--- config.mk ---
export PLATFORM = sky130hd
export DESIGN_NAME = instruction_fetch
export DESIGN_NICKNAME = d
export VERILOG_FILES = /design/src/rtl/fetch_pkg.sv /design/src/rtl/fetch_skid_buf.sv /design/src/rtl/instruction_fetch.sv
export SDC_FILE = /design/constraint.sdc
export NUM_CORES = 1
export LEC_CHECK = 0
export CORE_AREA = 2 2 104 156
export CTS_BUF_LIST = sky130_fd_sc_hd__clkbuf_2 sky130_fd_sc_hd__clkbuf_4 sky130_fd_sc_hd__clkbuf_8
export DETAILED_ROUTE_END_ITERATION = 8
export DIE_AREA = 0 0 106 158
export GPL_ROUTABILITY_DRIVEN = 1
export PLACE_DENSITY = 0.67
export SETUP_SLACK_MARGIN = 0.5
export SLEW_MARGIN = 20
export SYNTH_ARGS = -nofsm -noshare
export SYNTH_HDL_FRONTEND = slang
export SYNTH_SLANG_ARGS = --single-unit
--- constraint.sdc ---
create_clock -name clk -period 2.8 [get_ports clk]
set_input_delay 0.42 -clock clk [delete_from_list [all_inputs] [get_ports clk]]
set_output_delay 0.42 -clock clk [all_outputs]
set_load 0.05 [all_outputs]
--- src/rtl/fetch_pkg.sv ---
// fetch_pkg: shared types and constants for the instruction fetch stage.
package fetch_pkg;

    typedef enum logic [1:0] {IDLE, REQ, HOLD, DRAIN} fetch_state_t;

    localparam logic [31:0] RESET_PC_DEFAULT = 32'h0000_0000;
    localparam logic [31:0] INSN_NOP         = 32'h0000_0013;

    typedef struct packed {
        logic [31:0] pc;
        logic [31:0] insn;
        logic        valid;
    } skid_t;

    function automatic logic [31:0] word_align(input logic [31:0] a);
        return {a[31:2], 2'b00};
    endfunction

endpackage

--- src/rtl/fetch_skid_buf.sv ---
// fetch_skid_buf: one-entry {pc, insn, valid} buffer used by instruction_fetch when IF_SKID_EN is defined.
module fetch_skid_buf
    import fetch_pkg::*;
(
    input  logic        clk,
    input  logic        reset,
    input  logic        fill,
    input  logic        take,
    input  logic        flush,
    input  logic [31:0] pc,
    input  logic [31:0] insn,
    output skid_t       q
);

    // fill wins over take so a consume and a new response can share one edge
    always_ff @(posedge clk or negedge reset) begin
        if (!reset)
            q <= '0;
        else if (flush)
            q.valid <= 1'b0;
        else if (fill)
            q <= '{pc: pc, insn: insn, valid: 1'b1};
        else if (take)
            q.valid <= 1'b0;
    end

endmodule

--- src/rtl/instruction_fetch.sv ---
// instruction_fetch: IDLE/REQ/HOLD/DRAIN fetch FSM with redirect and variable-latency memory.
// Define IF_SKID_EN to add a one-entry skid buffer for one instruction per cycle.
module instruction_fetch
    import fetch_pkg::*;
#(
    parameter logic [31:0] RESET_PC = RESET_PC_DEFAULT
) (
    input  logic        clk,
    input  logic        reset,
    input  logic        write,
    input  logic        PC_SRC,
    input  logic [31:0] PC_BRANCH,
    output logic        IMEM_REQ,
    output logic [31:0] IMEM_ADDR,
    input  logic        IMEM_ACK,
    input  logic [31:0] IMEM_RDATA,
    output logic [31:0] PC_OUT,
    output logic [31:0] IM_OUT,
    output logic        FETCH_VALID
);

    fetch_state_t state;
    logic [31:0]  pc;
    logic [31:0]  target;
    logic [31:0]  pc_inc;
    logic [31:0]  branch;
    logic         ack;
    logic         consume;

    assign ack       = IMEM_REQ & IMEM_ACK;
    assign consume   = FETCH_VALID & write;
    assign pc_inc    = pc + 32'd4;
    assign branch    = word_align(PC_BRANCH);
    assign IMEM_ADDR = pc;

`ifdef IF_SKID_EN
    skid_t skid;
    logic  fill;
    logic  take;
    logic  skid_next_valid;

    // a response in HOLD bypasses the buffer when the current instruction is consumed
    assign fill            = (state == HOLD) & ack & ~consume;
    assign take            = (state == HOLD) & consume & skid.valid;
    assign skid_next_valid = fill | (skid.valid & ~take);

    fetch_skid_buf u_skid (
        .clk   (clk),
        .reset (reset),
        .fill  (fill),
        .take  (take),
        .flush (PC_SRC),
        .pc    (pc),
        .insn  (IMEM_RDATA),
        .q     (skid)
    );
`endif

    always_ff @(posedge clk or negedge reset) begin
        if (!reset) begin
            state       <= IDLE;
            pc          <= RESET_PC;
            target      <= RESET_PC;
            PC_OUT      <= '0;
            IM_OUT      <= '0;
            FETCH_VALID <= 1'b0;
            IMEM_REQ    <= 1'b0;
        end else if (PC_SRC) begin
            FETCH_VALID <= 1'b0;
            IMEM_REQ    <= 1'b1;
            // an unanswered request must finish at its old address before the redirect
            if (IMEM_REQ && !IMEM_ACK) begin
                target <= branch;
                state  <= DRAIN;
            end else begin
                pc    <= branch;
                state <= REQ;
            end
        end else begin
            case (state)
                IDLE: begin
                    state    <= REQ;
                    IMEM_REQ <= 1'b1;
                end
                REQ: if (ack) begin
                    PC_OUT      <= pc;
                    IM_OUT      <= IMEM_RDATA;
                    FETCH_VALID <= 1'b1;
                    pc          <= pc_inc;
                    state       <= HOLD;
`ifndef IF_SKID_EN
                    IMEM_REQ    <= 1'b0;
`endif
                end
                DRAIN: if (ack) begin
                    pc    <= target;
                    state <= REQ;
                end
`ifdef IF_SKID_EN
                HOLD: begin
                    if (ack)
                        pc <= pc_inc;
                    if (consume && skid.valid) begin
                        PC_OUT <= skid.pc;
                        IM_OUT <= skid.insn;
                    end else if (consume && ack) begin
                        PC_OUT <= pc;
                        IM_OUT <= IMEM_RDATA;
                    end else if (consume) begin
                        FETCH_VALID <= 1'b0;
                        state       <= REQ;
                    end
                    IMEM_REQ <= ~skid_next_valid;
                end
`else
                HOLD: if (consume) begin
                    FETCH_VALID <= 1'b0;
                    IMEM_REQ    <= 1'b1;
                    state       <= REQ;
                end
`endif
                default: state <= IDLE;
            endcase
        end
    end

endmodule

==> metrics.md, run 1 <==
| Metric | Value |
|---|---|
| Outcome | completed |
| Net Sw Power | between 0.005 and 0.006 W |
| Gpl congestion | approximately 0.8 |
| Clk root buf | clkbuf_8 |
| Row Count | 56 |
| Worst Path Max Fanout | 9 |
| Synth unique cells | 55 |
| Clock Latency Late Sink | 0.44 ns |
| Post-synth EDFFs | 0 |
| GRT met1 Usage | 0.2276 |
| Routed WL per cell | 17.45 µm |
| Worst-case clock skew | ~0.0096 ns |
| Hold Crit Class | reg2reg |
| Largest net degree at the start of global routing | 61 |
| Top cells by area, synth | dfrtp_1 (52%), mux2_2 (15%), o21ai_0 (2.7%) |
| Die height | 158 µm |
| H-tree depth reported by CTS | 4 |
| Int Power | 0.006125 W |
| Seq/Total Area, Yosys | 0.5239 |
| Clock power frac | 0.159 |
| Period utilisation layout | 0.8038 |
| Die area | 16,750 µm² |
| Ys Warns | 0 |
| Core area | between 15,000 and 20,000 µm² |
| Count of clock tree sinks | 126 |
| Post-route ant nets | 0 |
| Total track usage | 0.1996 |
| GR Util met2 | 0.3536 |
| Setup TNS | 0 ns |
| Drt initial violations | 277 |
| CP arrival | roughly 1.8 ns |
| Slowest CP cell | clkdlybuf4s50_1 |
| Worst-path cell chain | clkdlybuf4s50_1 |
| Global-route wire length before repair | 26,040 µm |
| CP delay by family, top | buffers and inverters |
| Power share of the combinational group | 0.541 |
| Flop pwr share | 0.300 |
| Worst vdd ir | roughly 0.77 mV |
| Largest area contributor in the netlist | dfrtp_1 |
| P_leak | around 3.6 nW |
| Worst Tran Pin Value | between 0.6 and 0.7 ns |
| Vias in the first global route | 5,136 |
| Async set or reset register ratio after synthesis | 1.000 |
| Most used routing layer in global routing | met2 |
| Starting Density | 0.3887 |
| Commonest cells in the netlist | dfrtp_1 (126), mux2_2 (80), nand2_1 (34) |
| Synthesized flop and latch total | 126 |
| Clock transition at path regs | 0.07 ns |
| M3 GR Usage | 0.04076 |
| Mapped Area | 6018 µm² |
| CP startpoint kind | flip-flop |
| Top Ports | 167 |
| Grt ovf | 0 |
| Wirelength, routed | 15,840 µm |
| Layout cells sized above 1 | 0.2071 |
| Final core utilization | 0.5423 |
| Vias per std cell | 5.317 |
| Syn Area/Cell | 11.38 µm² |
| Max Fclk | 0.4443 GHz |
| Initial antenna violation count | 0 |
| Maxcap violations | 0 |
| Unrepaired setup endpoints after global routing | true |
| WP buf/inv | 1 |
| Hold Fails Final Rpt | 0 |
| Final Setup Violations | 0 |
| Chip width | 106 µm |
| Bufs on Longest Clock Path | 2 |
| Via count | slightly below 5,000 |
| Filler instances | ~1,300 |
| Synthesized netlist cell count | ~530 |
| Top FF cell, synth | dfrtp_1 |
| Pwr Total | 0.01145 W |
| Area growth syn-to-layout | 39.52% |
| Sw Share | 0.4653 |
| Port Buf Inserts | between 150 and 200 |
| Top cell type's share of synthesized area | 0.5239 |
| Crit path largest cell delay | approximately 0.87 ns |
| Relative slew margins | 0.5813 |
| Pre-antenna DRT Iters | 5 |
| Min Tclk post-route | roughly 2.3 ns |
| Antenna cells | 0 |
| Hpwl dp | 11,050 µm |
| Critical Path End Type | output port |
| Req. time, crit path | 2.38 ns |
| DRC violations left | 0 |
| Critical path type | reg2out |
| Final Slew Violations | 0 |
| Inserted Clock Buffers | 17 |
| CTS tree | yes |
| P per Cell Area | between 1000 and 1500 nW/µm² |
| Final-stage net count | 767 |
| Top-count cell post-synth | dfrtp_1 |
==> repair_timing <==
item                                    CTS  global route
gates cloned                              1             0
buffers inserted                          2             0
resized for setup                         5             5
hold buffers                              1             0
pin swaps                                 2             0
hold endpoints to repair                 58             0
endpoints found under the setup margin   18             8
==> area by class of cell <==
class / instances / area, µm² / share of cell area
timing repair buffer: 179 / 1792 / 0.2134
sequential: 126 / 3153 / 0.3755
multi-input combinational: 349 / 2659 / 0.3166
clock inverter: 5 / 125.1 / 0.01490
clock buffer: 26 / 339.1 / 0.04038
inverter: 20 / 75.07 / 0.008941
tap: 203 / 254.0 / 0.03025
==> kinds of logic after synthesis <==
logic type | after synthesis | share of synthesized area
DFF | 126 | 0.5239
and+or+nand+nor | 125 | 0.1173
AOI/OAI and AO/OA | 111 | 0.1185
muxes | 86 | 0.1597
buffers and inverters | 58 | 0.04490
xor gates and xnor gates | 17 | 0.02474
adders and majority gates | 5 | 0.01040
other | 1 | 0.0006231
==> cell usage in the layout (no fill, tap or decap), drive strengths merged, types with 2 or more instances in the layout <==
master         Yosys  layout
conb               1       4
o211a              1       2
o211ai             8       8
nor2b              2       2
inv               20      20
clkdlybuf4s50      0     155
a21o               2       2
a21oi             28      28
nor2              18      18
o21ai             33      33
nand3             15      15
and4               5       5
dfrtp            126     126
or2                2       2
a221oi            10      10
or3                5       5
a22oi              6       6
nor3               7       7
bufinv             0       4
o31a               4       4
nand2b             2       2
o22ai              6       6
buf               22      19
and3              15      15
mux2i              6       6
mux2              80      80
clkbuf            16      26
nand2             34      34
xnor2              6       6
a211oi             3       3
nand4             11      11
ha                 5       5
nand3b             3       3
nor4               3       3
o31ai              2       2
xor2              11      11
dlymetal6s2s       0       3
==> power groups by stage <==
stage	logic, W	clock network (W)	registers, W
2_1_floorplan	0.00188	0	0.00563
3_5_place_dp	0.00614	0	0.00347
5_1_grt	0.00655	0.00195	0.00358
6_report	0.00619	0.00183	0.00344
3_3_place_gp	0.00607	0	0.00340
4_1_cts	0.00623	0.00187	0.00344
==> path summary, 6_finish.rpt <==
| check | from | to | slack, ns | cells after the start |
|---|---|---|---|---|
| setup reg to reg | state[0]$_DFFE_PN0P_ | IMEM_ADDR[28]$_DFFE_PN0P_ | 0.59 | 6 |
| setup / recovery | IMEM_ADDR[11]$_DFFE_PN0P_ | IMEM_ADDR[11] | 0.55 | 1 |
| min in group asynchronous | reset | PC_OUT[6]$_DFFE_PN0P_ | 0.53 | 2 |
| hold / removal | PC_OUT[21]$_DFFE_PN0P_ | PC_OUT[21]$_DFFE_PN0P_ | 0.48 | 2 |
| max in group asynchronous | reset | PC_OUT[16]$_DFFE_PN0P_ | 1.52 | 3 |
| hold reg to reg | PC_OUT[21]$_DFFE_PN0P_ | PC_OUT[21]$_DFFE_PN0P_ | 0.48 | 2 |
==> routing by layer <==
metal | vias to the layer above | share of wire
met3 | 32 | 0.056
li1 | 2235 | -
met2 | 185 | 0.53
met5 | - | 0
met4 | 0 | 0.026
met1 | 2376 | 0.39
==> through the flow <==
step | setup slack, ns | instance area, µm² | hold slack (ns) | instances
2_1_floorplan | 0.7593 | 6030 | 0.1244 | 532
3_3_place_gp | 0.3136 | 7861 | 0.4383 | 873
3_5_place_dp | 0.2275 | 7861 | 0.4461 | 873
4_1_cts | 0.5069 | 8384 | 0.4858 | 908
5_1_grt | 0.4854 | 8397 | 0.5129 | 908
6_report | 0.5494 | 8397 | 0.4799 | 908
==> state kept, by name, indices dropped and copies added, names as in the netlist <==
signal	count
IM_OUT	32
IMEM_REQ	1
PC_OUT	30
IMEM_ADDR	30
state	2
FETCH_VALID	1
target	30
(Power assumes the default switching activity.)
==> run 2, diff against run 1 <==
clock period = 2.3 ns   (was 2.8 ns; I/O delays follow)
==> metrics.md, run 2 (synthesized netlist as in run 1, its figures left out) <==
| Metric | Value |
|---|---|
| Worst-case clock skew | 0.01382 ns |
| Die height | 158 µm |
| Relative slew margins | 0.5568 |
| Period utilisation layout | 0.8918 |
| Port Buf Inserts | 160 |
| Commonest non-fill, non-tap cells in the layout | dfrtp_1 (105), mux2_2 (80), dlygate4sd2_1 (66), clkdlybuf4s50_1 (65), nand2_1 (34) |
| Min Tclk post-route | 2.051 ns |
| Hold Crit Class | in2async |
| Worst r2r path cells | 7 |
| Area growth syn-to-layout | 44.45% |
| H-tree depth reported by CTS | 4 |
| Die area | about 17,000 µm² |
| Hold Fails Final Rpt | 0 |
| Inserted Clock Buffers | 17 |
| Row Count | between 50 and 60 |
| Via count | between 4,000 and 5,000 |
| Top Ports | 167 |
| Clk root buf | clkbuf_8 |
| Post-DP Area | 8120 µm² |
| Wirelength, routed | between 15,000 and 20,000 µm |
| CP startpoint kind | flip-flop |
| Bufs on Longest Clock Path | 2 |
| Critical Path End Type | flip-flop |
| Req. time, crit path | 2.63 ns |
| Pre-antenna DRT Iters | 4 |
| Gpl congestion | between 0.8 and 0.9 |
| Global-route wire length before repair | ~27,000 µm |
| Pwr Total | 0.01399 W |
| CP arrival | 2.38 ns |
| Grt ovf | 0 |
| Final Setup Violations | 0 |
| Antenna cells | 0 |
| Largest net degree at the start of global routing | 63 |
| Commonest non-fill, non-tap cell in the layout | dfrtp_1 |
| Chip width | roughly 110 µm |
| RR Endpoint | IMEM_ADDR[24]$_DFFE_PN0P_ |
| Hpwl dp | about 12,000 µm |
| Maxcap violations | 0 |
| Post-route ant nets | 0 |
| P per Cell Area | 1609 nW/µm² |
| Outcome | completed |
| Starting Density | 0.3887 |
| FF-to-FF Start | state[1]$_DFFE_PN0P_ |
| Drt initial violations | around 280 |
| Count of clock tree sinks | 126 |
| Setup TNS | 0 ns |
| Initial antenna violation count | 0 |
| Final Slew Violations | 0 |
| Vias in the first global route | 5,227 |
| Layout cells sized above 1 | 0.3393 |
| Vias per std cell | 5.277 |
| Clock transition at path regs | about 0.080 ns |
| Internal reg-to-reg setup slack | 0.25 ns |
| Filler instances | between 1,000 and 1,500 |
| Worst vdd ir | 0.7495 mV |
| Worst Tran Pin Value | 0.6649 ns |
| Routed WL per cell | around 18 µm |
| Unrepaired setup endpoints after global routing | true |
| Largest Register | IM_OUT |
| Worst Path Max Fanout | 11 |
| Total track usage | 0.2062 |
| Final-stage net count | 792 |
| Largest register FFs | 32 |
| Fin area | around 8700 µm² |
| DRC violations left | 0 |
| Clock Latency Late Sink | 0.45 ns |
| CTS tree | yes |
| Core area | 15,480 µm² |
| Critical path type | reg2reg |
| Max Fclk | 0.4875 GHz |
| P_leak | 3.815 nW |
run 2: cell types whose count changed in the layout (fill, tap and decap cells not counted), sizes merged, moves of 2 or more:
cell	change
buf	+26
clkinv	+6
dlymetal6s2s	-3
clkbuf	+5
clkdlybuf4s50	-90
dlygate4sd2	+65
inv	+2
clkdlybuf4s15	+15
run 2: how the worst max path moves through the flow:
stage	start	end	slack (ns)	cells after the start
after floorplan	state[0]$_DFFE_PN0P_	IMEM_ADDR[12]$_DFFE_PN0P_	0.40	6
after global routing	state[1]$_DFFE_PN0P_	IMEM_ADDR[28]$_DFFE_PN0P_	0.16	8
after detailed placement	PC_SRC	IMEM_ADDR[19]$_DFFE_PN0P_	0.06	7
final	state[1]$_DFFE_PN0P_	IMEM_ADDR[24]$_DFFE_PN0P_	0.25	7
after global placement	PC_SRC	IMEM_ADDR[29]$_DFFE_PN0P_	0.09	9
after CTS	state[0]$_DFFE_PN0P_	IMEM_ADDR[24]$_DFFE_PN0P_	0.28	6
run 2: per-stage QoR:
step	worst slack, ns	cells	util	hold WS [ns]
final	0.2489	934	0.5614	0.4457
after global routing	0.1647	934	0.5614	0.4782
after CTS	0.2821	929	0.5583	0.4656
after detailed placement	0.05715	883	0.5244	0.3891
after global placement	0.08604	883	0.5244	0.3803
after floorplan	0.4019	532	-	0.04941
run 2: area by class of cell:
cell class	count	area (µm²)	area share
multi-input cells	348	2810	0.3233
well taps	203	254.0	0.02922
flip-flops and latches	126	3179	0.3657
clock inverters	13	161.4	0.01857
repair buffers	205	1952	0.2245
clock buffers	19	261.5	0.03008
inverters	20	75.07	0.008636
run 2: worst max-delay path, stage by stage (launching register included):
cell and delay (ns):
dfrtp_1 0.41, inv_2 0.08, ha_4 0.16, or4b_4 0.55, o211a_4 0.20, buf_12 0.16
a221oi_4 0.26, o21ai_1 0.11
run 2: repair_timing:
action / CTS / global route
buffers inserted: 12 / 5
cloned: 1 / 0
gates resized for setup: 139 / 35
endpoints found under the hold margin: 59 / 0
pin swaps: 4 / 1
hold buffers: 1 / 0
setup endpoints to repair: 124 / 48
run 2: layer usage:
metal	vias up	track usage	routed length (µm)
met4	0	0.07707	359
li1	2282	-	-
met3	28	0.04981	870
met5	-	0	0
met1	2445	0.2245	6277
met2	174	0.3856	9136
run 2: power by group:
group	switching [W]	internal, W	total (W)
clock network	0.000933	0.00113	0.00207
registers	0.000954	0.00328	0.00423
logic	0.00495	0.00274	0.00769
total	0.00684	0.00715	0.0140
==> run 3, diff against run 2 <==
SLEW_MARGIN = 30   (was 20)
==> results of run 3 <==
No change in the layout: final DEF, timing and power equal those of run 2.
